[src/rtl/dmem_lsu.sv]
// dmem_lsu: MEM-stage load/store unit driving the data-memory RD/WR port.
// Ports: clk/rst_n; req_* request in (valid/ready, we, funct3, addr, wdata);
//        resp_* one-cycle response (valid, rdata, err); busy stall output;
//        mem_* memory side (RD, WR, addr, wdata, byte_en strobes; rdata in).
module dmem_lsu #(
    parameter int DATA_WIDTH = 32
) (
    input  logic                  clk,
    input  logic                  rst_n,
    input  logic                  req_valid,
    output logic                  req_ready,
    input  logic                  req_we,
    input  logic [2:0]            req_funct3,
    input  logic [DATA_WIDTH-1:0] req_addr,
    input  logic [DATA_WIDTH-1:0] req_wdata,
    output logic                  resp_valid,
    output logic [DATA_WIDTH-1:0] resp_rdata,
    output logic                  resp_err,
    output logic                  busy,
    output logic                  mem_RD,
    output logic                  mem_WR,
    output logic [DATA_WIDTH-1:0] mem_addr,
    output logic [DATA_WIDTH-1:0] mem_wdata,
    output logic [3:0]            mem_byte_en,
    input  logic [DATA_WIDTH-1:0] mem_rdata
);

    typedef enum logic [1:0] {
        IDLE,
        ACCESS,
        CAPTURE
    } state_t;

    state_t     state;
    logic [2:0] funct3_q;
    logic       we_q;

    logic                  legal;
    logic                  aligned;
    logic [3:0]            be_d;
    logic [DATA_WIDTH-1:0] wd_d;
    logic [7:0]            byte_sel;
    logic [15:0]           half_sel;
    logic [DATA_WIDTH-1:0] ld_data;

    assign req_ready = (state == IDLE);
    assign busy      = (state != IDLE);

    // Request decode: 011 and 11x never legal; 10x only for loads.
    always_comb begin
        legal   = (req_funct3[1:0] != 2'b11)
                & ~(req_funct3[2] & (req_we | req_funct3[1]));
        aligned = 1'b0;
        be_d    = 4'b0000;
        wd_d    = '0;
        case (req_funct3[1:0])
            2'b00: begin
                aligned = 1'b1;
                be_d    = 4'b0001 << req_addr[1:0];
                wd_d    = {24'b0, req_wdata[7:0]};
            end
            2'b01: begin
                aligned = ~req_addr[0];
                be_d    = req_addr[1] ? 4'b1100 : 4'b0011;
                wd_d    = {16'b0, req_wdata[15:0]};
            end
            default: begin
                aligned = (req_addr[1:0] == 2'b00);
                be_d    = 4'b1111;
                wd_d    = req_wdata;
            end
        endcase
    end

    // Load lane select and extension; funct3[2] marks the unsigned forms.
    always_comb begin
        byte_sel = mem_rdata[{mem_addr[1:0], 3'b000} +: 8];
        half_sel = mem_addr[1] ? mem_rdata[31:16] : mem_rdata[15:0];
        case (funct3_q[1:0])
            2'b00:   ld_data = {{24{~funct3_q[2] & byte_sel[7]}}, byte_sel};
            2'b01:   ld_data = {{16{~funct3_q[2] & half_sel[15]}}, half_sel};
            default: ld_data = mem_rdata;
        endcase
    end

    always_ff @(posedge clk or negedge rst_n) begin
        if (!rst_n) begin
            state       <= IDLE;
            funct3_q    <= 3'b000;
            we_q        <= 1'b0;
            resp_valid  <= 1'b0;
            resp_err    <= 1'b0;
            resp_rdata  <= '0;
            mem_RD      <= 1'b0;
            mem_WR      <= 1'b0;
            mem_addr    <= '0;
            mem_wdata   <= '0;
            mem_byte_en <= 4'b0000;
        end else begin
            resp_valid <= 1'b0;
            resp_err   <= 1'b0;
            mem_RD     <= 1'b0;
            mem_WR     <= 1'b0;
            case (state)
                IDLE: begin
                    if (req_valid) begin
                        if (legal && aligned) begin
                            mem_addr    <= req_addr;
                            mem_wdata   <= wd_d;
                            mem_byte_en <= be_d;
                            funct3_q    <= req_funct3;
                            we_q        <= req_we;
                            mem_RD      <= ~req_we;
                            mem_WR      <= req_we;
                            state       <= ACCESS;
                        end else begin
                            // Trap without touching memory.
                            resp_valid <= 1'b1;
                            resp_err   <= 1'b1;
                            resp_rdata <= '0;
                        end
                    end
                end
                ACCESS: begin
                    if (we_q) begin
                        resp_valid <= 1'b1;
                        resp_rdata <= '0;
                        state      <= IDLE;
                    end else begin
                        state <= CAPTURE;
                    end
                end
                CAPTURE: begin
                    resp_valid <= 1'b1;
                    resp_rdata <= ld_data;
                    state      <= IDLE;
                end
                default: state <= IDLE;
            endcase
        end
    end

endmodule

[config.mk]
export PLATFORM = sky130hd
export DESIGN_NAME = dmem_lsu
export DESIGN_NICKNAME = d
export VERILOG_FILES = /design/src/rtl/dmem_lsu.sv
export SDC_FILE = /design/constraint.sdc
export NUM_CORES = 1
export LEC_CHECK = 0
export CAP_MARGIN = 20
export CORE_ASPECT_RATIO = 0.75
export CORE_MARGIN = 2
export CORE_UTILIZATION = 45
export DETAILED_ROUTE_END_ITERATION = 16
export PLACE_DENSITY = 0.85
export SLEW_MARGIN = 20
export SYNTH_ARGS = -nofsm -noshare
export SYNTH_HDL_FRONTEND = slang
export SYNTH_SLANG_ARGS = --single-unit
[constraint.sdc]
create_clock -name clk -period 4.6 [get_ports clk]
set_input_delay 0.92 -clock clk [delete_from_list [all_inputs] [get_ports clk]]
set_output_delay 0.92 -clock clk [all_outputs]
set_load 0.01 [all_outputs]
==> metrics.md <==
| Metric | Value |
|---|---|
| Share of total power in sequential cells | 0.419 |
| Reg-to-Reg Start | mem_addr[1] |
| Met2 usage in global routing | 0.3775 |
| Starting DRT DRC Count | 177 |
| Final-report hold violation count | 0 |
| Net load switching power | 0.0009294 W |
| Data required time of the worst path | 4870 ps |
| Unrepaired setup endpoints after global routing | false |
| Total Die Area | 11,470 sq um |
| Number of detailed-routing iterations run before antenna repair | 4 |
| FF+latch count, synth | 110 |
| Seq/Total Area, Yosys | 0.5761 |
| Clock latency on the worst-skew pair | 340 ps |
| Worst hold path endpoint | mem_wdata[17] |
| Max Fclk | 0.3287 GHz |
| Nets@finish | 695 |
| Transition time at the pin with the least slew margin | 992.0 ps |
| Horiz. Die Dim | 123.0 um |
| Share of the clock period used by the worst path after layout | 0.6614 |
| Worst R2R End | resp_rdata[29] |
| Proportion of power drawn by combinational gates | 0.329 |
| Remaining Overflow, GRT | 0 |
| Synth Warn # | 0 |
| Wirelength per Cell | 17.60 um |
| Startpoint kind of the worst setup timing path | input pin |
| Count of nets left with antenna violations after detail routing | 0 |
| Critical Path Sink Type | flip-flop |
| Global-route track usage on met3 | 0.08598 |
| Primary flip-flop cell chosen by synthesis mapping | sky130_fd_sc_hd__dfrtp_1 |
| Number of cells on the worst hold path | 2 |
| Crit-path max FO | 24 |
| Peak supply drop | 0.3677 mV |
| Highest cell delay on the worst timing path | 780 ps |
| Root buffer cell | sky130_fd_sc_hd__clkbuf_16 |
| GRT met1 Usage | 0.2952 |
| Standard cell with the maximum stage delay on the critical path | sky130_fd_sc_hd__a211oi_4 |
| Cts-stage hold buffer count | 0 |
| Area of the mapped netlist | 4778 sq um |
| Clock-pin slew on the worst setup and hold paths | 70 ps |
| Area growth syn-to-layout | 51.92% |
| Global-route usage over all layers | 0.2315 |
| Post-Synthesis Net Count | 502 |
| I/O pin total | 209 |
| Tot Pwr | 0.003183 W |
| Final count of pins violating max slew | 0 |
| Number of setup violations in the final report | 0 |
| Proportion of total power due to net switching | 0.2920 |
| Most congested layer reported by global routing | met2 |
| Leakage power figure | 3.147 nW |
| Inserted Clock Buffers | 9 |
| Hold path start | mem_wdata[17] |
| Distinct cells, synth | 38 |
| Skew final | 7.101 ps |
| Share of layout cells above drive strength 1 | 0.1240 |
| Ordered cell list for the critical path | clkdlybuf4s50_1, nor4_4, nor4b_4, a211oi_4, buf_4, a22o_1 |
| DIE HEIGHT | 93.24 um |
| First-pass GRT wire length | 20.47 mm |
| Number of flops mapped to enable cells by yosys | 0 |
| Portion of total power attributed to the clock network | 0.252 |
| Maximum number of pins on one net before global-route repair | 92 |
| Starting density of the core | 0.4626 |
| Final worst path period need | 3042 ps |
| Gpl congestion | 0.8661 |
| Buffers from clock root to sink, at most | 2 |
| Mean area per synthesized cell | 11.98 sq um |
| Number of global-route vias before repair | 3,955 |
| Number of buffers inserted by port buffering | 208 |
| Number of standard-cell rows in the floorplan | 32 |
| Number of antenna repair diodes | 0 |
| Core area | 10,330 sq um |
| Post-CTS Setup Repair Bufs | 0 |
| Final wirelength | 12.90 mm |
| Number of design rule violations left after detail routing | 0 |
| Data arrival time of the critical path | 3320 ps |
| Class of the most critical hold timing path | reg -> reg |
| Run status | finished, final reports clean |
| Reg2reg path depth | 4 |
| Via-to-Cell Ratio | 5.296 |
| Deepest level of the CTS H-tree | 3 |
| Delay-heaviest family, CP | compound AO/OA/AOI/OAI gates |
| Internal power consumption | 0.002254 W |
| Vias after detailed routing | 3,882 |
| Layout filler cell count | 732 |
| Post-synthesis instance total | 399 |
| Setup Crit Path Kind | in -> reg |
| Number of gates resized after cts | 0 |
| FFs w/ async S/R, synth | 1.000 |
| Clock tree from TritonCTS | done |
| DP Wirelength | 9.412 mm |
| Final total negative setup slack | 0 ps |
| Number of clock sinks | 110 |
| Max-cap check violation count | 0 |
| Antenna violations before repair | 0 |
| Count of buffer and inverter cells on the critical path | 2 |
| Power density normalized to cell area | 438.5 nW/um^2 |
| Minimum setup slack among reg-to-reg paths | 2360 ps |
| Remaining max-slew budget at the tightest pin | 0.3366 |
==> how the worst max path moves through the flow <==
stage / slack (ps) / startpoint / cells after the start / endpoint
5_1_grt: 1440 / req_funct3[0] / 6 / resp_rdata[7]
3_5_place_dp: 1240 / req_funct3[0] / 6 / resp_rdata[7]
3_3_place_gp: 1290 / req_funct3[0] / 6 / resp_rdata[7]
4_1_cts: 1590 / req_funct3[0] / 6 / resp_rdata[7]
6_report: 1560 / req_funct3[0] / 6 / resp_rdata[7]
2_1_floorplan: 2440 / req_funct3[0] / 5 / mem_addr[2]
==> sequential cells by signal (all words and copies together), names as in the netlist <==
register     cells
funct3_q         3
resp_valid       1
state            2
mem_byte_en      4
mem_addr        32
we_q             1
resp_rdata      32
mem_RD           1
mem_WR           1
resp_err         1
mem_wdata       32
==> synth_stat cells, drive strengths merged, types with 2 or more instances <==
master   number  area share
a211o         7       0.013
a211oi        2      0.0084
a21o          8       0.013
a21oi        11       0.014
a221o        23       0.048
a22o          8       0.015
buf          14       0.018
clkbuf       17       0.013
dfrtp       110        0.58
inv           8      0.0063
mux2         42        0.10
nand2        59       0.046
nand2b        2      0.0026
nand3b        8       0.013
nor2          7      0.0055
nor2b        12       0.016
o211ai        2      0.0042
o21ai        39       0.041
o2bb2ai       7       0.013
==> cell type report <==
class                      count  area [sq um]  share of cell area
sequential                   110          2753              0.3792
clock inverter                 5         65.06            0.008962
tap                          136         170.2             0.02344
multi-input combinational    250          1856              0.2556
timing repair buffer         213          2133              0.2939
inverter                       8         30.03            0.004137
clock buffer                  11         252.7             0.03482
==> logic make-up after synthesis <==
family	after synthesis	synth area share
DFF	110	0.5761
buffers and inverters	39	0.03744
AOI/OAI and AO/OA	111	0.1794
and+or+nand+nor	96	0.1013
muxes	43	0.1058
==> power by group through the flow <==
| stage | Clock [W] | Combinational (W) | Sequential [W] |
|---|---|---|---|
| after CTS | 0.000830 | 0.00106 | 0.00133 |
| after global placement | 0 | 0.00102 | 0.00134 |
| after floorplan | 0 | 0.000378 | 0.00140 |
| after detailed placement | 0 | 0.00105 | 0.00135 |
| final | 0.000803 | 0.00105 | 0.00133 |
| after global routing | 0.000873 | 0.00112 | 0.00136 |
==> routing by layer <==
metal	vias to the layer above	part of all wire
met5	-	0
met4	0	0.012
met3	12	0.084
met2	145	0.49
met1	1916	0.41
li1	1809	-
==> layout by cell type (no fill, tap or decap), types with 2 or more instances in the layout <==
cell | netlist | routed
sky130_fd_sc_hd__o21ai_0 | 39 | 39
sky130_fd_sc_hd__inv_1 | 8 | 8
sky130_fd_sc_hd__nor2_1 | 7 | 7
sky130_fd_sc_hd__mux2_4 | 6 | 6
sky130_fd_sc_hd__a21oi_1 | 10 | 10
sky130_fd_sc_hd__clkbuf_8 | 0 | 2
sky130_fd_sc_hd__dfrtp_1 | 110 | 110
sky130_fd_sc_hd__nand2b_1 | 2 | 2
sky130_fd_sc_hd__o2bb2ai_1 | 7 | 7
sky130_fd_sc_hd__a211o_1 | 7 | 7
sky130_fd_sc_hd__a21o_1 | 8 | 8
sky130_fd_sc_hd__clkinvlp_4 | 0 | 2
sky130_fd_sc_hd__clkdlybuf4s50_1 | 0 | 207
sky130_fd_sc_hd__a211oi_4 | 2 | 2
sky130_fd_sc_hd__nor2b_1 | 12 | 12
sky130_fd_sc_hd__mux2_2 | 36 | 36
sky130_fd_sc_hd__nand2_1 | 59 | 59
sky130_fd_sc_hd__clkbuf_16 | 0 | 9
sky130_fd_sc_hd__nand3b_1 | 8 | 8
sky130_fd_sc_hd__a221o_1 | 23 | 23
sky130_fd_sc_hd__a22o_1 | 8 | 8
sky130_fd_sc_hd__buf_4 | 2 | 4
==> worst min-delay path: cells and delay by family (launching register included) <==
kind             cells  cell delay [ps]
AND/OR/NAND/NOR      1               40
flip-flops           1              350
AO/OA/AOI/OAI        1               60
==> per-stage QoR <==
stage / utilization / cell area (sq um) / std cells / worst slack (ps) / hold WS (ps)
6_report: 0.7028 / 7259 / 733 / 1558 / 479.9
3_3_place_gp: 0.6716 / 6938 / 717 / 1286 / 460.6
4_1_cts: 0.7024 / 7256 / 733 / 1591 / 486.2
3_5_place_dp: 0.6716 / 6938 / 717 / 1241 / 469.3
2_1_floorplan: - / 4778 / 399 / 2439 / 476.8
5_1_grt: 0.7028 / 7259 / 733 / 1444 / 509.7
Power figures use the tool's default switching activity.
